## config.mk

```make
export PLATFORM = sky130hd
export DESIGN_NAME = cpu_loader_flat
export DESIGN_NICKNAME = d
export VERILOG_FILES = /design/src/rtl/loader_pkg.sv /design/src/rtl/cpu_loader_if.sv /design/src/rtl/loader_wr_port.sv /design/src/rtl/cpu_loader.sv /design/src/flat_wrapper.sv
export SDC_FILE = /design/constraint.sdc
export NUM_CORES = 1
export LEC_CHECK = 0
export CAP_MARGIN = 40
export CORE_MARGIN = 2
export CORE_UTILIZATION = 43
export CTS_CLUSTER_DIAMETER = 150
export DETAILED_ROUTE_END_ITERATION = 7
export PLACE_DENSITY = 0.77
export SLEW_MARGIN = 25
export SYNTH_ARGS = -nofsm -noshare
export SYNTH_HDL_FRONTEND = slang
export SYNTH_HIERARCHICAL = 1
export SYNTH_SLANG_ARGS = --single-unit
export TNS_END_PERCENT = 50
```

## constraint.sdc

```tcl
create_clock -name clk -period 4.3 [get_ports clk]
set_input_delay 0.43 -clock clk [delete_from_list [all_inputs] [get_ports clk]]
set_output_delay 0.43 -clock clk [all_outputs]
set_load 0.005 [all_outputs]
```

## src/rtl/loader_pkg.sv

```systemverilog
// Shared loader definitions: FSM state encoding, default memory depths and byte strides.
// Build option LOADER_CHECKSUM_EN adds the CHECK state used for the trailing checksum beat.
// Pure definitions; no timing or flow-control behaviour of its own.
package loader_pkg;

  localparam int IMEM_WORDS_DEF = 512;
  localparam int DMEM_WORDS_DEF = 1024;
  localparam int IMEM_STRIDE    = 4;
  localparam int DMEM_STRIDE    = 8;

`ifdef LOADER_CHECKSUM_EN
  typedef enum logic [2:0] {IDLE, LOAD_I, LOAD_D, CHECK, RUN, ERR} state_t;
`else
  typedef enum logic [2:0] {IDLE, LOAD_I, LOAD_D, RUN, ERR} state_t;
`endif

  // Byte address of word idx in a memory whose words are stride bytes wide.
  function automatic logic [63:0] byte_addr(input logic [10:0] idx, input int stride);
    return 64'(idx) * 64'(stride);
  endfunction

endpackage

```

## src/rtl/cpu_loader_if.sv

```systemverilog
// Load stream carrying instruction and data words into the loader.
// Zero latency; pure wiring.
// A beat moves only when s_valid and s_ready are both high.
interface cpu_loader_if;
  logic        s_valid;
  logic        s_ready;
  logic [63:0] s_data;
  logic        s_last;

  modport master (output s_valid, output s_data, output s_last, input s_ready);
  modport slave  (input s_valid, input s_data, input s_last, output s_ready);
endinterface

```

## src/rtl/loader_wr_port.sv

```systemverilog
// Registered write port for one memory: address, data and single-cycle write enable.
// One cycle from wr_req to wen; wen is high for exactly one cycle per request.
// No backpressure: the memory external port always accepts a write.
module loader_wr_port
  import loader_pkg::*;
#(
  parameter int DATA_W = 32,
  parameter int STRIDE = 4
) (
  input  logic              clk,
  input  logic              rst,
  input  logic              wr_req,
  input  logic [10:0]       wr_idx,
  input  logic [DATA_W-1:0] wr_data,
  output logic [63:0]       addr,
  output logic              wen,
  output logic [DATA_W-1:0] wdata
);

  // Capture the write; reset drops any write requested in the same cycle.
  always_ff @(posedge clk) begin
    if (rst) begin
      addr  <= '0;
      wen   <= 1'b0;
      wdata <= '0;
    end else begin
      wen <= wr_req;
      if (wr_req) begin
        addr  <= byte_addr(wr_idx, STRIDE);
        wdata <= wr_data;
      end
    end
  end

endmodule

```

## src/rtl/cpu_loader.sv

```systemverilog
// Streams instruction then data words into the CPU memories, then enables the CPU.
// Write pulse one cycle after each beat; cpu_enable rises two cycles after the final beat.
// s_ready high only while loading; optional LOADER_CHECKSUM_EN appends a checksum beat.
module cpu_loader
  import loader_pkg::*;
#(
  parameter int IMEM_WORDS = IMEM_WORDS_DEF,
  parameter int DMEM_WORDS = DMEM_WORDS_DEF
) (
  input  logic         clk,
  input  logic         rst,
  input  logic         start,
  input  logic [9:0]   imem_cnt,
  input  logic [10:0]  dmem_cnt,
  input  logic         halt,
  cpu_loader_if.slave  s,
  output logic [63:0]  addr_ext,
  output logic         wen_ext,
  output logic [31:0]  wdata_ext,
  output logic [63:0]  addr_ext_2,
  output logic         wen_ext_2,
  output logic [63:0]  wdata_ext_2,
  output logic         cpu_enable,
  output logic         busy,
  output logic         done,
  output logic         error
);

`ifdef LOADER_CHECKSUM_EN
  localparam state_t AFTER_LOAD = CHECK;
`else
  localparam state_t AFTER_LOAD = RUN;
`endif

  state_t      state, state_nxt;
  logic [9:0]  icnt_q, icnt_nxt;
  logic [10:0] dcnt_q, dcnt_nxt;
  logic [10:0] idx, idx_nxt;
  logic        wr_i, wr_d;
  logic        stream_phase, fire;
  logic        last_i, last_d;
  logic        final_i, final_d;
`ifdef LOADER_CHECKSUM_EN
  logic [63:0] csum_q, csum_nxt;
`endif

`ifdef LOADER_CHECKSUM_EN
  assign stream_phase = (state == LOAD_I) || (state == LOAD_D) || (state == CHECK);
  // The checksum beat carries s_last, so no data beat is ever the final one.
  assign final_i = 1'b0;
  assign final_d = 1'b0;
`else
  assign stream_phase = (state == LOAD_I) || (state == LOAD_D);
  assign final_i = last_i && (dcnt_q == '0);
  assign final_d = last_d;
`endif

  assign s.s_ready = stream_phase;
  assign busy      = stream_phase;
  assign error     = (state == ERR);
  assign fire      = s.s_valid && stream_phase;
  assign last_i    = (idx + 11'd1) == {1'b0, icnt_q};
  assign last_d    = (idx + 11'd1) == dcnt_q;

  // State, latched counts, word index and checksum registers.
  always_ff @(posedge clk) begin
    if (rst) begin
      state  <= IDLE;
      icnt_q <= '0;
      dcnt_q <= '0;
      idx    <= '0;
`ifdef LOADER_CHECKSUM_EN
      csum_q <= '0;
`endif
    end else begin
      state  <= state_nxt;
      icnt_q <= icnt_nxt;
      dcnt_q <= dcnt_nxt;
      idx    <= idx_nxt;
`ifdef LOADER_CHECKSUM_EN
      csum_q <= csum_nxt;
`endif
    end
  end

  // Next state, index stepping and write requests; a beat with a misplaced s_last is not written.
  always_comb begin
    state_nxt = state;
    icnt_nxt  = icnt_q;
    dcnt_nxt  = dcnt_q;
    idx_nxt   = idx;
    wr_i      = 1'b0;
    wr_d      = 1'b0;
`ifdef LOADER_CHECKSUM_EN
    csum_nxt  = csum_q;
`endif
    case (state)
      IDLE: begin
        if (start) begin
          icnt_nxt = imem_cnt;
          dcnt_nxt = dmem_cnt;
          idx_nxt  = '0;
`ifdef LOADER_CHECKSUM_EN
          csum_nxt = '0;
`endif
          if (int'(imem_cnt) > IMEM_WORDS || int'(dmem_cnt) > DMEM_WORDS) state_nxt = ERR;
          else if (imem_cnt != '0)                                       state_nxt = LOAD_I;
          else if (dmem_cnt != '0)                                       state_nxt = LOAD_D;
          else                                                           state_nxt = RUN;
        end
      end
      LOAD_I: begin
        if (fire) begin
          if (s.s_last != final_i) begin
            state_nxt = ERR;
          end else begin
            wr_i = 1'b1;
`ifdef LOADER_CHECKSUM_EN
            csum_nxt = csum_q ^ {32'h0, s.s_data[31:0]};
`endif
            if (last_i) begin
              idx_nxt   = '0;
              state_nxt = (dcnt_q != '0) ? LOAD_D : AFTER_LOAD;
            end else begin
              idx_nxt = idx + 11'd1;
            end
          end
        end
      end
      LOAD_D: begin
        if (fire) begin
          if (s.s_last != final_d) begin
            state_nxt = ERR;
          end else begin
            wr_d = 1'b1;
`ifdef LOADER_CHECKSUM_EN
            csum_nxt = csum_q ^ s.s_data;
`endif
            if (last_d) begin
              idx_nxt   = '0;
              state_nxt = AFTER_LOAD;
            end else begin
              idx_nxt = idx + 11'd1;
            end
          end
        end
      end
`ifdef LOADER_CHECKSUM_EN
      CHECK: begin
        if (fire) state_nxt = (s.s_last && (s.s_data == csum_q)) ? RUN : ERR;
      end
`endif
      RUN: begin
        if (halt) state_nxt = IDLE;
      end
      ERR: state_nxt = ERR;
      default: state_nxt = IDLE;
    endcase
  end

  // CPU enable follows RUN one cycle late so the final write lands first; done marks the rise.
  always_ff @(posedge clk) begin
    if (rst) begin
      cpu_enable <= 1'b0;
      done       <= 1'b0;
    end else begin
      cpu_enable <= (state == RUN) && !halt;
      done       <= (state == RUN) && !cpu_enable && !halt;
    end
  end

  loader_wr_port #(.DATA_W(32), .STRIDE(IMEM_STRIDE)) u_wr_imem (
    .clk     (clk),
    .rst     (rst),
    .wr_req  (wr_i),
    .wr_idx  (idx),
    .wr_data (s.s_data[31:0]),
    .addr    (addr_ext),
    .wen     (wen_ext),
    .wdata   (wdata_ext)
  );

  loader_wr_port #(.DATA_W(64), .STRIDE(DMEM_STRIDE)) u_wr_dmem (
    .clk     (clk),
    .rst     (rst),
    .wr_req  (wr_d),
    .wr_idx  (idx),
    .wr_data (s.s_data),
    .addr    (addr_ext_2),
    .wen     (wen_ext_2),
    .wdata   (wdata_ext_2)
  );

endmodule

```

## src/flat_wrapper.sv

```systemverilog
// flat-port wrapper written by rule: the top's interface ports become plain ports
module cpu_loader_flat import loader_pkg::*;
#(
  parameter int IMEM_WORDS = IMEM_WORDS_DEF,
  parameter int DMEM_WORDS = DMEM_WORDS_DEF
)
  (clk, rst, start, imem_cnt, dmem_cnt, halt, addr_ext, wen_ext, wdata_ext, addr_ext_2, wen_ext_2, wdata_ext_2, cpu_enable, busy, done, error, s_s_valid, s_s_data, s_s_last, s_s_ready);
  cpu_loader_if s_i ();
  input  logic clk;
  input  logic rst;
  input  logic start;
  input  logic [9:0] imem_cnt;
  input  logic [10:0] dmem_cnt;
  input  logic halt;
  output logic [63:0] addr_ext;
  output logic wen_ext;
  output logic [31:0] wdata_ext;
  output logic [63:0] addr_ext_2;
  output logic wen_ext_2;
  output logic [63:0] wdata_ext_2;
  output logic cpu_enable;
  output logic busy;
  output logic done;
  output logic error;
  input wire logic [$bits(s_i.s_valid)-1:0] s_s_valid;
  input wire logic [$bits(s_i.s_data)-1:0] s_s_data;
  input wire logic [$bits(s_i.s_last)-1:0] s_s_last;
  output wire logic [$bits(s_i.s_ready)-1:0] s_s_ready;
  assign s_i.s_valid = s_s_valid;
  assign s_i.s_data = s_s_data;
  assign s_i.s_last = s_s_last;
  assign s_s_ready = s_i.s_ready;
  cpu_loader #(.IMEM_WORDS(IMEM_WORDS), .DMEM_WORDS(DMEM_WORDS)) u_core (.clk(clk), .rst(rst), .start(start), .imem_cnt(imem_cnt), .dmem_cnt(dmem_cnt), .halt(halt), .s(s_i), .addr_ext(addr_ext), .wen_ext(wen_ext), .wdata_ext(wdata_ext), .addr_ext_2(addr_ext_2), .wen_ext_2(wen_ext_2), .wdata_ext_2(wdata_ext_2), .cpu_enable(cpu_enable), .busy(busy), .done(done), .error(error));
endmodule
```

=== Yosys cells after proc, flatten, opt, wreduce, memory -nomap -nowiden ===
Cells that the tools add are included.

* Register bits: 157
* Bits in latches: 0
* Memory bits (writable): 0
* Bits in read-only memories: 0
* Input bits: 91
* Output and inout bits: 231
* Memories: 0

* $add $sub $neg: 1
* $mul: 0
* Div/mod/pow operators: 0
* Order comparisons: 2
* Equal/unequal tests: 16
* Shift operators: 0
* Multiplexer cells: 27
* Bitwise gates (word level): 0
* Reductions and logical operators: 18

{| class="wikitable"
|+ Operators with widths
! kind !! count
|-
| two-way mux 11 bit || 7
|-
| one-hot mux 11 bit (3 select lines) || 1
|-
| two-way mux 3 bit || 10
|-
| nonzero test 11 bit || 2
|-
| one-hot mux 3 bit (5 select lines) || 1
|-
| AND reduction 6 bit || 2
|-
| adder 11 x 1 -> 11 bit, second input constant || 1
|-
| == test 11 x 10 -> 1 bit || 1
|-
| == test 11 bit || 1
|-
| greater-than comparator 11 bit, second input constant || 1
|-
| logical NOT 11 bit || 1
|-
| greater-than comparator 10 bit, second input constant || 1
|-
| nonzero test 10 bit || 1
|-
| two-way mux 1 bit || 8
|-
| inequality test 2 bit, second input constant || 4
|-
| == test 3 x 2 -> 1 bit, second input constant || 2
|-
| inequality test 3 x 2 -> 1 bit, second input constant || 2
|-
| logical AND 1 bit || 5
|-
| inequality test 2 x 1 -> 1 bit, second input constant || 2
|-
| == test 3 x 1 -> 1 bit, second input constant || 1
|-
| == test 3 bit, second input constant || 1
|-
| logical NOT 3 bit || 1
|-
| nonzero test 3 bit || 1
|-
| logical NOT 1 bit || 2
|-
| 3 further kinds || 5
|}

=== Longest topological paths before layout ===
* Depth in word-level cells: 7
* Depth in mapped cells: 16
* Gate-level depth less buffers: 11

=== Modules after synthesis ===
Netlist, hierarchy kept.

{| class="wikitable"
|+ By module, submodules not included
! module !! times used !! cells each !! area an instance (µm²)
|-
| loader_wr_port at u_core.u_wr_dmem || 1 || 298 || 3,119.2
|-
| cpu_loader || 1 || 335 || 2,549.9
|-
| loader_wr_port at u_core.u_wr_imem || 1 || 195 || 1,993.2
|}

=== Worst setup path before layout ===
OpenSTA, ideal clock, no wires.

* Path type: register to register
* From: register u_core.idx[1]
* To: register u_core.u_wr_dmem.wdata[53]
* Arrival time: 2.921 ns
* Required time: 4.172 ns
* Slack: 1.251 ns
* Stages on the path, launching flop included: 17
* Path buffers: 5
* Clock period less this slack: 3.049 ns
* Cells stage by stage: dfxtp_1 > ha_1 > buf_2 > and3_1 > buf_2 > a21oi_1 > or3b_1 > a211oi_2 > nand3_1 > xor2_1 > and3_1 > and2_1 > buf_4 > buf_12 > buf_8 > mux2i_1 > nor2_1

* Cells in the longest elaborated chain, start to end: 6

{| class="wikitable"
|+ RTL lines
! item !! line !! source
|-
| start, declared || cpu_loader.sv:38 || <nowiki>logic [10:0] idx, idx_nxt;</nowiki>
|-
| start signal, assigned || cpu_loader.sv:79 || <nowiki>idx <= idx_nxt;</nowiki>
|-
| adder 11 x 1 -> 11 bit || cpu_loader.sv:63 || <nowiki>assign last_d = (idx + 11'd1) == dcnt_q;</nowiki>
|-
| == test 11 bit || cpu_loader.sv:63 ||
|-
| inequality test 1 bit || cpu_loader.sv:132 || <nowiki>if (s.s_last != final_d) begin</nowiki>
|-
| two-way mux 1 bit || cpu_loader.sv:132 ||
|-
| two-way mux 1 bit || cpu_loader.sv:131 || <nowiki>if (fire) begin</nowiki>
|-
| two-way mux 1 bit || cpu_loader.sv:97 || <nowiki>case (state)</nowiki>
|-
| via u_core.wr_d || cpu_loader.sv:39 || <nowiki>logic wr_i, wr_d;</nowiki>
|-
| end signal, assigned || loader_wr_port.sv:30 || <nowiki>wdata <= wr_data;</nowiki>
|-
| end, declared || loader_wr_port.sv:17 || <nowiki>output logic [DATA_W-1:0] wdata</nowiki>
|}

The timed path passes the listed nets, and every way through them passes these cells.
A chain may end at the register's enable or synchronous reset.

=== Worst setup path in the final report ===
* From: register u_core.idx[0]
* To: register u_core.u_wr_dmem.wdata[63]

Same word-level chain as after synthesis.

==> results.json <==
{
  "status": "finished clean",
  "wl_per_cell_um": 15.3,
  "synth_async_sr_flop_share_pct": 0,
  "drv_cap": 0,
  "holdCritPathClass": "flip-flop to flip-flop",
  "area_delta_synth_final_pct": 30.2,
  "synth_ff_type": "dfxtp_1",
  "dp_cells": 1219,
  "cp.arrival_ps": 4120,
  "synth-seq-cells": 157,
  "setup_viol": 0,
  "die_w_um": 137,
  "leakagePower_nw": 3.67,
  "cts_sinks": 157,
  "initial_core_util_pct": 44.1,
  "grt_start_max_net_pins": 118,
  "cpMostUsedCell": "and3_1",
  "max_freq_ghz": 0.262,
  "place_congestion": 0.935,
  "cts_resized": 0,
  "slew_viol_final": 0,
  "rows": 48,
  "grt_usage_pct": 19.5,
  "dp_hpwl_mm": 14.0,
  "post-cts-setup-buffers": 0,
  "multi_input_comb_area_um2": 3680,
  "drt-initial-drc-count": 395,
  "dp_slack_ps": 554,
  "n_fill_cell": 1564,
  "drive_gt1_share_pct": 5.37,
  "layout_setup_ws_ps": 476,
  "synth_edf_count": 0,
  "syn-cell-area_um2": 7660,
  "final_cell_mix": "clkdlybuf4s50_1 (214), dfxtp_1 (157), nor2_1 (135)",
  "cp_cell_sequence": "ha_1 -> and3_1 -> a21oi_1 -> or3b_1 -> a211oi_2 -> nand3_1 -> xor2_1 -> and3_1 -> and2_4 -> buf_12 -> mux2i_1 -> nor2_1",
  "final_common_cell": "clkdlybuf4s50_1",
  "num_io_pins": 322,
  "final-seq-area_um2": 3140,
  "grt_overflow_total": 0,
  "cpPeakStageDelay_ps": 560,
  "io_buffers": 215,
  "vias_per_cell": 4.88,
  "relSlewSlack_pct": 54.6,
  "ys_warn_count": 6,
  "dieArea_um2": 18900,
  "coreArea_um2": 17400,
  "cts_buffer_depth": 2,
  "diodes": 0,
  "routed_wl_mm": 19.1,
  "crit_path_end_kind": "flip-flop",
  "firstDrtPassIters": 5,
  "grt_pass1_vias": 5539,
  "crit_required_ps": 4590,
  "numCtsBuffers": 17,
  "finalHoldViolCount": 0,
  "tritoncts": "done",
  "cpMaxStageDelayCell": "dfxtp_1",
  "layoutNonFillerInstCount": 1250,
  "fin_crit_sh_pct": 88.9,
  "antenna_found_initial": 0,
  "finalNetCount": 1105,
  "fin_crit_ps": 3820,
  "fp.dieH_um": 137,
  "path_clk_slew_ps": 60,
  "tightest_slew_ps": 680,
  "fin_skew_ps": 8.59,
  "synth_cells": 828,
  "avgSynthCellArea_um2": 9.25,
  "ys_types": 69,
  "fin_tns_setup_ps": 0,
  "grt_pass1_wl_mm": 28.7,
  "criticalPathCategory": "flip-flop to flip-flop",
  "root_buffer": "clkbuf_16",
  "power_density_nw_per_um2": 408,
  "finalPower_mw": 4.07,
  "cts-hold-fix-buffers": 0,
  "ir_drop_mv": 0.267,
  "cp-start-kind": "flip-flop",
  "clk_latency_ps": 420,
  "drcViolationCount": 0,
  "num_vias": 6106,
  "rsz0062_at_grt": "no",
  "crit_fanout": 25,
  "ys_seq_area_share_pct": 41.0,
  "antenna_left": 0,
  "htreeDepth": 4
}
[through the flow]
| stage | hold WS, ps | util, % | instance area, um^2 |
|---|---|---|---|
| floorplan | 416 | - | 8050 |
| global placement | 399 | 54.2 | 9410 |
| finish | 413 | 57.5 | 9980 |
| global route | 421 | 57.5 | 9980 |
| detailed placement | 411 | 54.2 | 9410 |
| CTS | 418 | 57.5 | 9980 |
[cell usage after synthesis, drive strengths merged, types with 2 or more instances]
cell / n / share of area [%]
nand4: 6 / 0.57
a211oi: 3 / 0.36
buf: 141 / 15
a311oi: 2 / 0.23
nor4: 11 / 0.98
a211o: 2 / 0.23
nand3: 14 / 0.98
o22ai: 2 / 0.16
xor2: 12 / 1.4
dfxtp: 157 / 41
mux2i: 121 / 16
nor2b: 10 / 0.82
conb: 2 / 0.098
o31ai: 2 / 0.26
xnor3: 2 / 0.59
nand2b: 4 / 0.33
xnor2: 9 / 1.0
o41ai: 2 / 0.23
and3: 6 / 0.49
and4: 3 / 0.34
a32o: 4 / 0.52
nor3: 10 / 0.72
a21oi: 34 / 2.3
a31oi: 2 / 0.16
and2: 5 / 0.41
o32ai: 2 / 0.23
or3: 2 / 0.16
or4: 3 / 0.29
and4b: 2 / 0.26
o21a: 2 / 0.20
o21ai: 12 / 0.78
nor3b: 3 / 0.29
inv: 4 / 0.20
nor2: 135 / 6.6
nand2: 56 / 2.7
clkbuf: 21 / 1.0
[registers in the layout, indices dropped and copies added (netlist names)]
signal / flops
u_core/done: 1
u_core/u_wr_imem/addr: 11
u_core/u_wr_imem/wen: 1
u_core/u_wr_dmem/addr: 11
u_core/state: 3
u_core/dcnt_q: 11
u_core/icnt_q: 10
u_core/u_wr_dmem/wdata: 64
u_core/idx: 11
u_core/cpu_enable: 1
u_core/u_wr_imem/wdata: 32
u_core/u_wr_dmem/wen: 1
[worst max-delay path: cells and delay by family, from the launching register on]
family,cells,cell delay [ps]
buffers and inverters,1,260
muxes,1,220
AOI/OAI and AO/OA,2,320
DFF,1,560
adders and majority gates,1,350
xor gates and xnor gates,1,320
and+or+nand+nor,6,1660
[worst paths after layout]
kind / slack (ps) / cells after the start / endpoint / start
setup / recovery: 480 / 12 / u_core/u_wr_dmem/wdata[63] / u_core/idx[0]
hold / removal: 410 / 1 / u_core/done / u_core/cpu_enable
setup reg to reg: 480 / 12 / u_core/u_wr_dmem/wdata[63] / u_core/idx[0]
hold reg to reg: 410 / 1 / u_core/done / u_core/cpu_enable
[cell families (layout without fill, tap and decap cells)]
group,after synthesis,in the layout,share of synthesized area [%]
AND/OR/NAND/NOR,274,274,16.4
buffers and inverters,167,260,16.1
flip-flops,157,157,41.0
multiplexers,122,122,16.0
AO/OA/AOI/OAI,82,82,7.27
XOR/XNOR,23,23,2.99
other,2,106,0.0980
adder cells (fa/ha/maj),1,1,0.163
[layer usage]
layer  wire length, um  share of wire, %  track usage (%)  vias to the layer above
met5                 0                 0                0                        -
met4               287               1.5             6.30                        0
met3              1720               9.0             5.92                       29
met2              9440                49             33.9                      254
met1              7670                40             22.9                     2848
li1                  -                 -                -                     2975
[power breakdown]
part           switching, mW  internal, mW
clock network          0.627         0.822
logic                  0.476         0.463
registers              0.113          1.57
total                   1.22          2.85
[layout make-up]
type / count / area share (%)
clock buffer: 18 / 4.40
clock inverter: 13 / 1.33
inverter: 5 / 0.188
multi-input combinational: 608 / 36.9
sequential: 157 / 31.5
tap: 225 / 2.82
timing repair buffer: 224 / 22.8
(Power assumes the default switching activity.)
